## config.mk

```make
export PLATFORM = sky130hd
export DESIGN_NAME = spi_slave
export DESIGN_NICKNAME = d
export VERILOG_FILES = /design/src/rtl/spi_pkg.sv /design/src/rtl/sync_edge.sv /design/src/rtl/spi_slave.sv
export SDC_FILE = /design/constraint.sdc
export NUM_CORES = 1
export LEC_CHECK = 0
export ABC_CLOCK_PERIOD_IN_PS = 3200
export BUFFER_PORTS_ARGS = -buffer_cell sky130_fd_sc_hd__buf_2
export CAP_MARGIN = 40
export CELL_PAD_IN_SITES_DETAIL_PLACEMENT = 2
export CELL_PAD_IN_SITES_GLOBAL_PLACEMENT = 2
export CORE_MARGIN = 2
export CORE_UTILIZATION = 35
export DETAILED_ROUTE_END_ITERATION = 12
export PLACE_DENSITY_LB_ADDON = 0.1
export SETUP_SLACK_MARGIN = 0.02
export SYNTH_ARGS = -nofsm -noshare
export SYNTH_HDL_FRONTEND = slang
export SYNTH_SLANG_ARGS = --single-unit
```

## constraint.sdc

```tcl
create_clock -name clk_in -period 3.2 [get_ports clk_in]
set_input_delay 0 -clock clk_in [delete_from_list [all_inputs] [get_ports clk_in]]
set_output_delay 0 -clock clk_in [all_outputs]
set_load 0.05 [all_outputs]
```

## src/rtl/spi_pkg.sv

```systemverilog
// spi_pkg: state encoding, synchronizer depth and SPI mode constants shared by the SPI link.
package spi_pkg;
  typedef enum logic [1:0] {
    IDLE   = 2'd0,
    ACTIVE = 2'd1,
    DONE   = 2'd2
  } spi_state_t;
  localparam int SPI_SYNC_STAGES = 2;
  localparam logic SPI_CPOL = 1'b0;
  localparam logic SPI_CPHA = 1'b0;
endpackage

```

## src/rtl/sync_edge.sv

```systemverilog
// sync_edge: multi-FF synchronizer plus history FF giving level, rise and fall pulses.
module sync_edge
  import spi_pkg::*;
#(
  parameter logic RST_VAL = 1'b0
) (
  input  logic i_clk,
  input  logic i_rst_n,
  input  logic i_d,
  output logic o_level,
  output logic o_rise,
  output logic o_fall
);
  logic [SPI_SYNC_STAGES-1:0] r_sync;
  logic r_hist;
  always_ff @(posedge i_clk or negedge i_rst_n) begin
    if (!i_rst_n) begin
      r_sync <= {SPI_SYNC_STAGES{RST_VAL}};
      r_hist <= RST_VAL;
    end else begin
      r_sync <= {r_sync[SPI_SYNC_STAGES-2:0], i_d};
      r_hist <= r_sync[SPI_SYNC_STAGES-1];
    end
  end
  assign o_level = r_sync[SPI_SYNC_STAGES-1];
  assign o_rise  = r_sync[SPI_SYNC_STAGES-1] & ~r_hist;
  assign o_fall  = ~r_sync[SPI_SYNC_STAGES-1] & r_hist;
endmodule

```

## src/rtl/spi_slave.sv

```systemverilog
// spi_slave: oversampled SPI mode-0 slave with one-deep TX holding buffer and RX valid pulse.
module spi_slave
  import spi_pkg::*;
#(
  parameter int frame_length_MOSI = 4,
  parameter int frame_length_MISO = 4
) (
  input  logic                         clk_in,
  input  logic                         rst_n,
  input  logic                         SCLK,
  input  logic                         SS_n,
  input  logic                         MOSI,
  output logic                         MISO,
  output logic                         MISO_en,
  input  logic [frame_length_MISO-1:0] DATA_tx,
  input  logic                         tx_load,
  output logic                         tx_ready,
  output logic [frame_length_MOSI-1:0] DATA_rx,
  output logic                         rx_valid,
  output logic                         tx_underrun,
  output logic                         frame_error
);
  localparam int ML = frame_length_MOSI;
  localparam int SL = frame_length_MISO;
  localparam int FRAME_BITS = (ML > SL) ? ML : SL;
  localparam int CW = $clog2(FRAME_BITS + 1);
  localparam logic [CW-1:0] FB_C = CW'(FRAME_BITS);
  localparam logic [CW-1:0] ML_C = CW'(ML);

  logic w_sclk_rise, w_sclk_fall, w_ss_rise, w_ss_fall, w_mosi;
  logic w_sclk_lvl, w_ss_lvl, w_mosi_rise, w_mosi_fall;
  logic [SL-1:0] w_tx_shl;
  logic [ML-1:0] w_rx_shl;

  spi_state_t    r_state;
  logic [CW-1:0] r_cnt;
  logic [ML-1:0] r_rx_sh;
  logic [SL-1:0] r_tx_sh;
  logic [SL-1:0] r_buf;

  sync_edge #(.RST_VAL(1'b0)) u_sclk (
    .i_clk(clk_in), .i_rst_n(rst_n), .i_d(SCLK),
    .o_level(w_sclk_lvl), .o_rise(w_sclk_rise), .o_fall(w_sclk_fall)
  );
  sync_edge #(.RST_VAL(1'b1)) u_ss (
    .i_clk(clk_in), .i_rst_n(rst_n), .i_d(SS_n),
    .o_level(w_ss_lvl), .o_rise(w_ss_rise), .o_fall(w_ss_fall)
  );
  sync_edge #(.RST_VAL(1'b0)) u_mosi (
    .i_clk(clk_in), .i_rst_n(rst_n), .i_d(MOSI),
    .o_level(w_mosi), .o_rise(w_mosi_rise), .o_fall(w_mosi_fall)
  );

  assign w_tx_shl = r_tx_sh << 1;
  assign w_rx_shl = (r_rx_sh << 1) | ML'(w_mosi);

  always_ff @(posedge clk_in or negedge rst_n) begin
    if (!rst_n) begin
      r_state     <= IDLE;
      r_cnt       <= '0;
      r_rx_sh     <= '0;
      r_tx_sh     <= '0;
      r_buf       <= '0;
      MISO        <= 1'b0;
      MISO_en     <= 1'b0;
      tx_ready    <= 1'b1;
      DATA_rx     <= '0;
      rx_valid    <= 1'b0;
      tx_underrun <= 1'b0;
      frame_error <= 1'b0;
    end else begin
      rx_valid    <= 1'b0;
      tx_underrun <= 1'b0;
      frame_error <= 1'b0;
      if (tx_load && tx_ready) begin
        r_buf    <= DATA_tx;
        tx_ready <= 1'b0;
      end
      case (r_state)
        IDLE: if (w_ss_fall) begin
          r_state     <= ACTIVE;
          MISO_en     <= 1'b1;
          r_cnt       <= '0;
          r_rx_sh     <= '0;
          r_tx_sh     <= tx_ready ? '0 : r_buf;
          MISO        <= ~tx_ready & r_buf[SL-1];
          tx_underrun <= tx_ready;
          if (!tx_ready) tx_ready <= 1'b1;
        end
        ACTIVE: begin
          // SS_n rise takes priority over any SCLK edge seen in the same cycle
          if (w_ss_rise) r_state <= DONE;
          else if (w_sclk_rise && r_cnt < FB_C) begin
            if (r_cnt < ML_C) r_rx_sh <= w_rx_shl;
            r_cnt <= r_cnt + CW'(1);
          end else if (w_sclk_fall) begin
            if (r_cnt < FB_C) begin
              r_tx_sh <= w_tx_shl;
              MISO    <= w_tx_shl[SL-1];
            end else MISO <= 1'b0;
          end
        end
        DONE: begin
          r_state <= IDLE;
          MISO_en <= 1'b0;
          MISO    <= 1'b0;
          if (r_cnt == FB_C) begin
            DATA_rx  <= r_rx_sh;
            rx_valid <= 1'b1;
          end else frame_error <= 1'b1;
        end
        default: r_state <= IDLE;
      endcase
    end
  end
endmodule

```

==> metrics.md <==
| Metric | Value |
|---|---|
| Status | `finished, final reports clean` |
| Number of antenna diodes | `0` |
| Setup crit end kind | `flop` |
| DRT Pass-1 Iters | `2` |
| Max-slew violation count | `0` |
| Global route hottest layer | `met2` |
| Number of synthesized flops with an enable pin | `0` |
| CP Launch Point | `r_state[1]` |
| Total negative setup slack | `0 ns` |
| Remaining DRCs | `0` |
| Initial DRC Count | `29` |
| Sequential share of power | `about two fifths` |
| Initial core utilization | `36.0%` |
| Die span in y | `70.4 µm` |
| Top-area cell type share of the netlist area | `48.6%` |
| Number of routed nets with antenna violations | `0` |
| Syn Area/Cell | `11.4 µm²` |
| Overall Global Routing Usage | `15.5%` |
| Max Clk Rate | `0.470 GHz` |
| PD cells | `816 nW/µm²` |
| Comb pwr share | `between 30% and 40%` |
| Via count | `1,081` |
| Setup WS post-layout | `roughly 1.1 ns` |
| Final min period | `2.13 ns` |
| Vias/cell | `4.94` |
| Flops & latches, synth | `34` |
| DP HPWL | `2.45 mm` |
| Req. time, crit path | `3.41 ns` |
| Layout area overhead | `19.0%` |
| Final WL | `3.30 mm` |
| Final hold viol count | `0` |
| Crit Path Max Fanout | `15` |
| P_sw | `0.570 mW` |
| Syn Inst Count | `136` |
| Met1 Track Usage GR | `17.2%` |
| Reg2Reg Capture Point | `r_rx_sh[0]` |
| TritonCTS clock tree | `built` |
| Initial antenna violation count | `0` |
| Share of cells above drive strength 1 | `22.8%` |
| Seq/Total Area, Yosys | `a little under three fifths` |
| RSZ-0062 raised after global routing | `no` |
| Die Span X | `70.4 µm` |
| Yosys warnings | `0` |
| Max-Cap Viols | `0` |
| Clock share of power | `20.3%` |
| H-Tree Depth | `2` |
| # port buffers | `19` |
| Critical R2R Launch | `r_state[1]` |
| Worst-Margin Slew | `0.764 ns` |
| Num ports | `20` |
| Placed Cells incl. Taps | `202` |
| WP data arrival | `2.34 ns` |
| Finish-stage setup viols | `0` |
| Crit path to | `r_rx_sh[0]` |
| Slew margin rel. | `between 40% and 50%` |
| Async SR Flop Fraction | `100%` |
| Switching Share | `38.0%` |
| Final GP Congestion | `0.742` |
| GR Overflow Total | `0` |
| Num CTS Buffers | `5` |
| Commonest non-fill, non-tap cell in the layout | `dfrtp_1` |
| Largest net degree at the start of global routing | `35` |
| Leak Pwr | `0.880 nW` |
| Post-Layout Cell Count | `219` |
| Period utilisation layout | `about 67%` |
| Most frequent cells in the layout | `30 x dfrtp_1, 19 x nand2_1, 19 x buf_2` |
| Synth Cell Area | `1550 µm²` |
| Met3 usage | `3.46%` |
| Sink Count | `34` |
| Cell taking the most area after synthesis | `dfrtp_1` |
| Core area | `4290 µm²` |
| First-pass GRT wire length | `5.90 mm` |
| Pint | `roughly 0.93 mW` |
| Worst-case reg-to-reg path depth | `6` |
| Critical path class | `flop to flop` |
| Tot Pwr | `1.50 mW` |
| Clk_skew | `0.00721 ns` |
| Worst R2R Setup Slack | `1.07 ns` |
| Peak supply drop | `0.000264 V` |
| DR WL/cell | `15.1 µm` |
| Syn Nets | `153` |
| Vias in the first global route | `1,247` |
| Root Buffer | `clkbuf_8` |
| Cell Rows | `24` |
| Hold buffers post-CTS | `9` |
| Clock buffer depth | `2` |
| Nets | `183` |
| Clock Latency Late Sink | `between 0.2 and 0.3 ns` |
| Clock Pin Slew Worst Setup and Hold Paths | `approximately 0.070 ns` |
| Synth top area cells | `dfrtp_1 49%, dfstp_2 6.8%, ha_1 5.7%` |
| Hold Path Class | `primary input to async pin` |
| Die ar. | `4960 µm²` |
| Nature of the critical path startpoint | `flop` |
| Most used DFF post-synth | `dfrtp_1` |
| CTS resizes | `0` |
| M2 GR Usage | `between 20 and 30%` |
| Netlist cell types | `34` |
| Post-CTS setup buffers | `0` |
| Pre-CTS WS | `around 1.1 ns` |
==> power by group through the flow <==
stage	clock [mW]	combinational, mW	sequential (mW)
floorplan	0	0.412	0.668
global placement	0	0.578	0.605
detailed placement	0	0.601	0.614
CTS	0.319	0.612	0.606
global route	0.334	0.673	0.621
finish	0.305	0.594	0.602
==> metrics by stage <==
step / util (%) / cell area [µm²] / hold WS (ns)
floorplan: - / 1550 / -0.296
global placement: 38.8 / 1670 / 0.106
detailed placement: 38.8 / 1670 / 0.106
CTS: 42.8 / 1840 / 0.345
global route: 42.8 / 1840 / 0.360
finish: 42.8 / 1840 / 0.322
==> cells by family (layout without fill, tap and decap cells) <==
family | after synthesis | after routing | synth area share [%]
adders and majority gates | 7 | 7 | 5.67
AOI/OAI and AO/OA | 22 | 22 | 8.74
muxes | 15 | 15 | 10.4
and+or+nand+nor | 40 | 40 | 14.2
DFF | 34 | 34 | 55.4
buffers and inverters | 18 | 49 | 5.67
==> synth_stat cells, types with 3 or more instances <==
library cell,n
dfrtp_1,30
nand2_1,19
inv_1,12
ha_1,7
mux2i_1,7
a21oi_1,5
mux2_2,5
o21ai_0,5
dfstp_2,4
nand3_1,4
nor2_1,4
mux2_1,3
nand2b_1,3
==> cell type report <==
cell class / count / area (µm²)
fill: 472 / 2450
sequential: 34 / 856
multi-input combinational: 84 / 602
timing repair buffer: 28 / 185
clock buffer: 6 / 72.6
tap: 52 / 65.1
inverter: 13 / 48.8
clock inverter: 2 / 10.0
==> critical path: stages (launching register included) <==
cell	delay, ns
dfrtp_1	0.42
inv_1	0.15
ha_1	0.51
nor2_1	0.14
nor4bb_4	0.29
and3_1	0.33
mux2i_1	0.21
==> how the worst min path moves through the flow <==
| stage | to | slack (ns) | depth (start not counted) |
|---|---|---|---|
| 3_3_place_gp | r_cnt[1] | 0.11 | 1 |
| 5_1_grt | u_sclk.r_sync[0] | 0.36 | 2 |
| 6_report | r_rx_sh[3] | 0.32 | 2 |
| 4_1_cts | u_mosi.r_sync[0] | 0.34 | 2 |
| 3_5_place_dp | u_ss.r_sync[0] | 0.11 | 1 |
| 2_1_floorplan | DATA_rx[0] | -0.30 | 0 |
==> metal layers <==
metal	up-vias	wire length (µm)
li1	510	-
met3	7	106
met2	18	1830
met1	546	1300
met5	-	0
met4	0	62
==> registers in the layout, indices dropped and copies added, names as in the netlist, 2 cells and up <==
signal,cells
DATA_rx,4
r_cnt,3
r_rx_sh,4
r_state,2
r_buf,4
r_tx_sh,3
u_mosi.r_sync,2
u_ss.r_sync,2
u_sclk.r_sync,2
(Power assumes the default switching activity.)
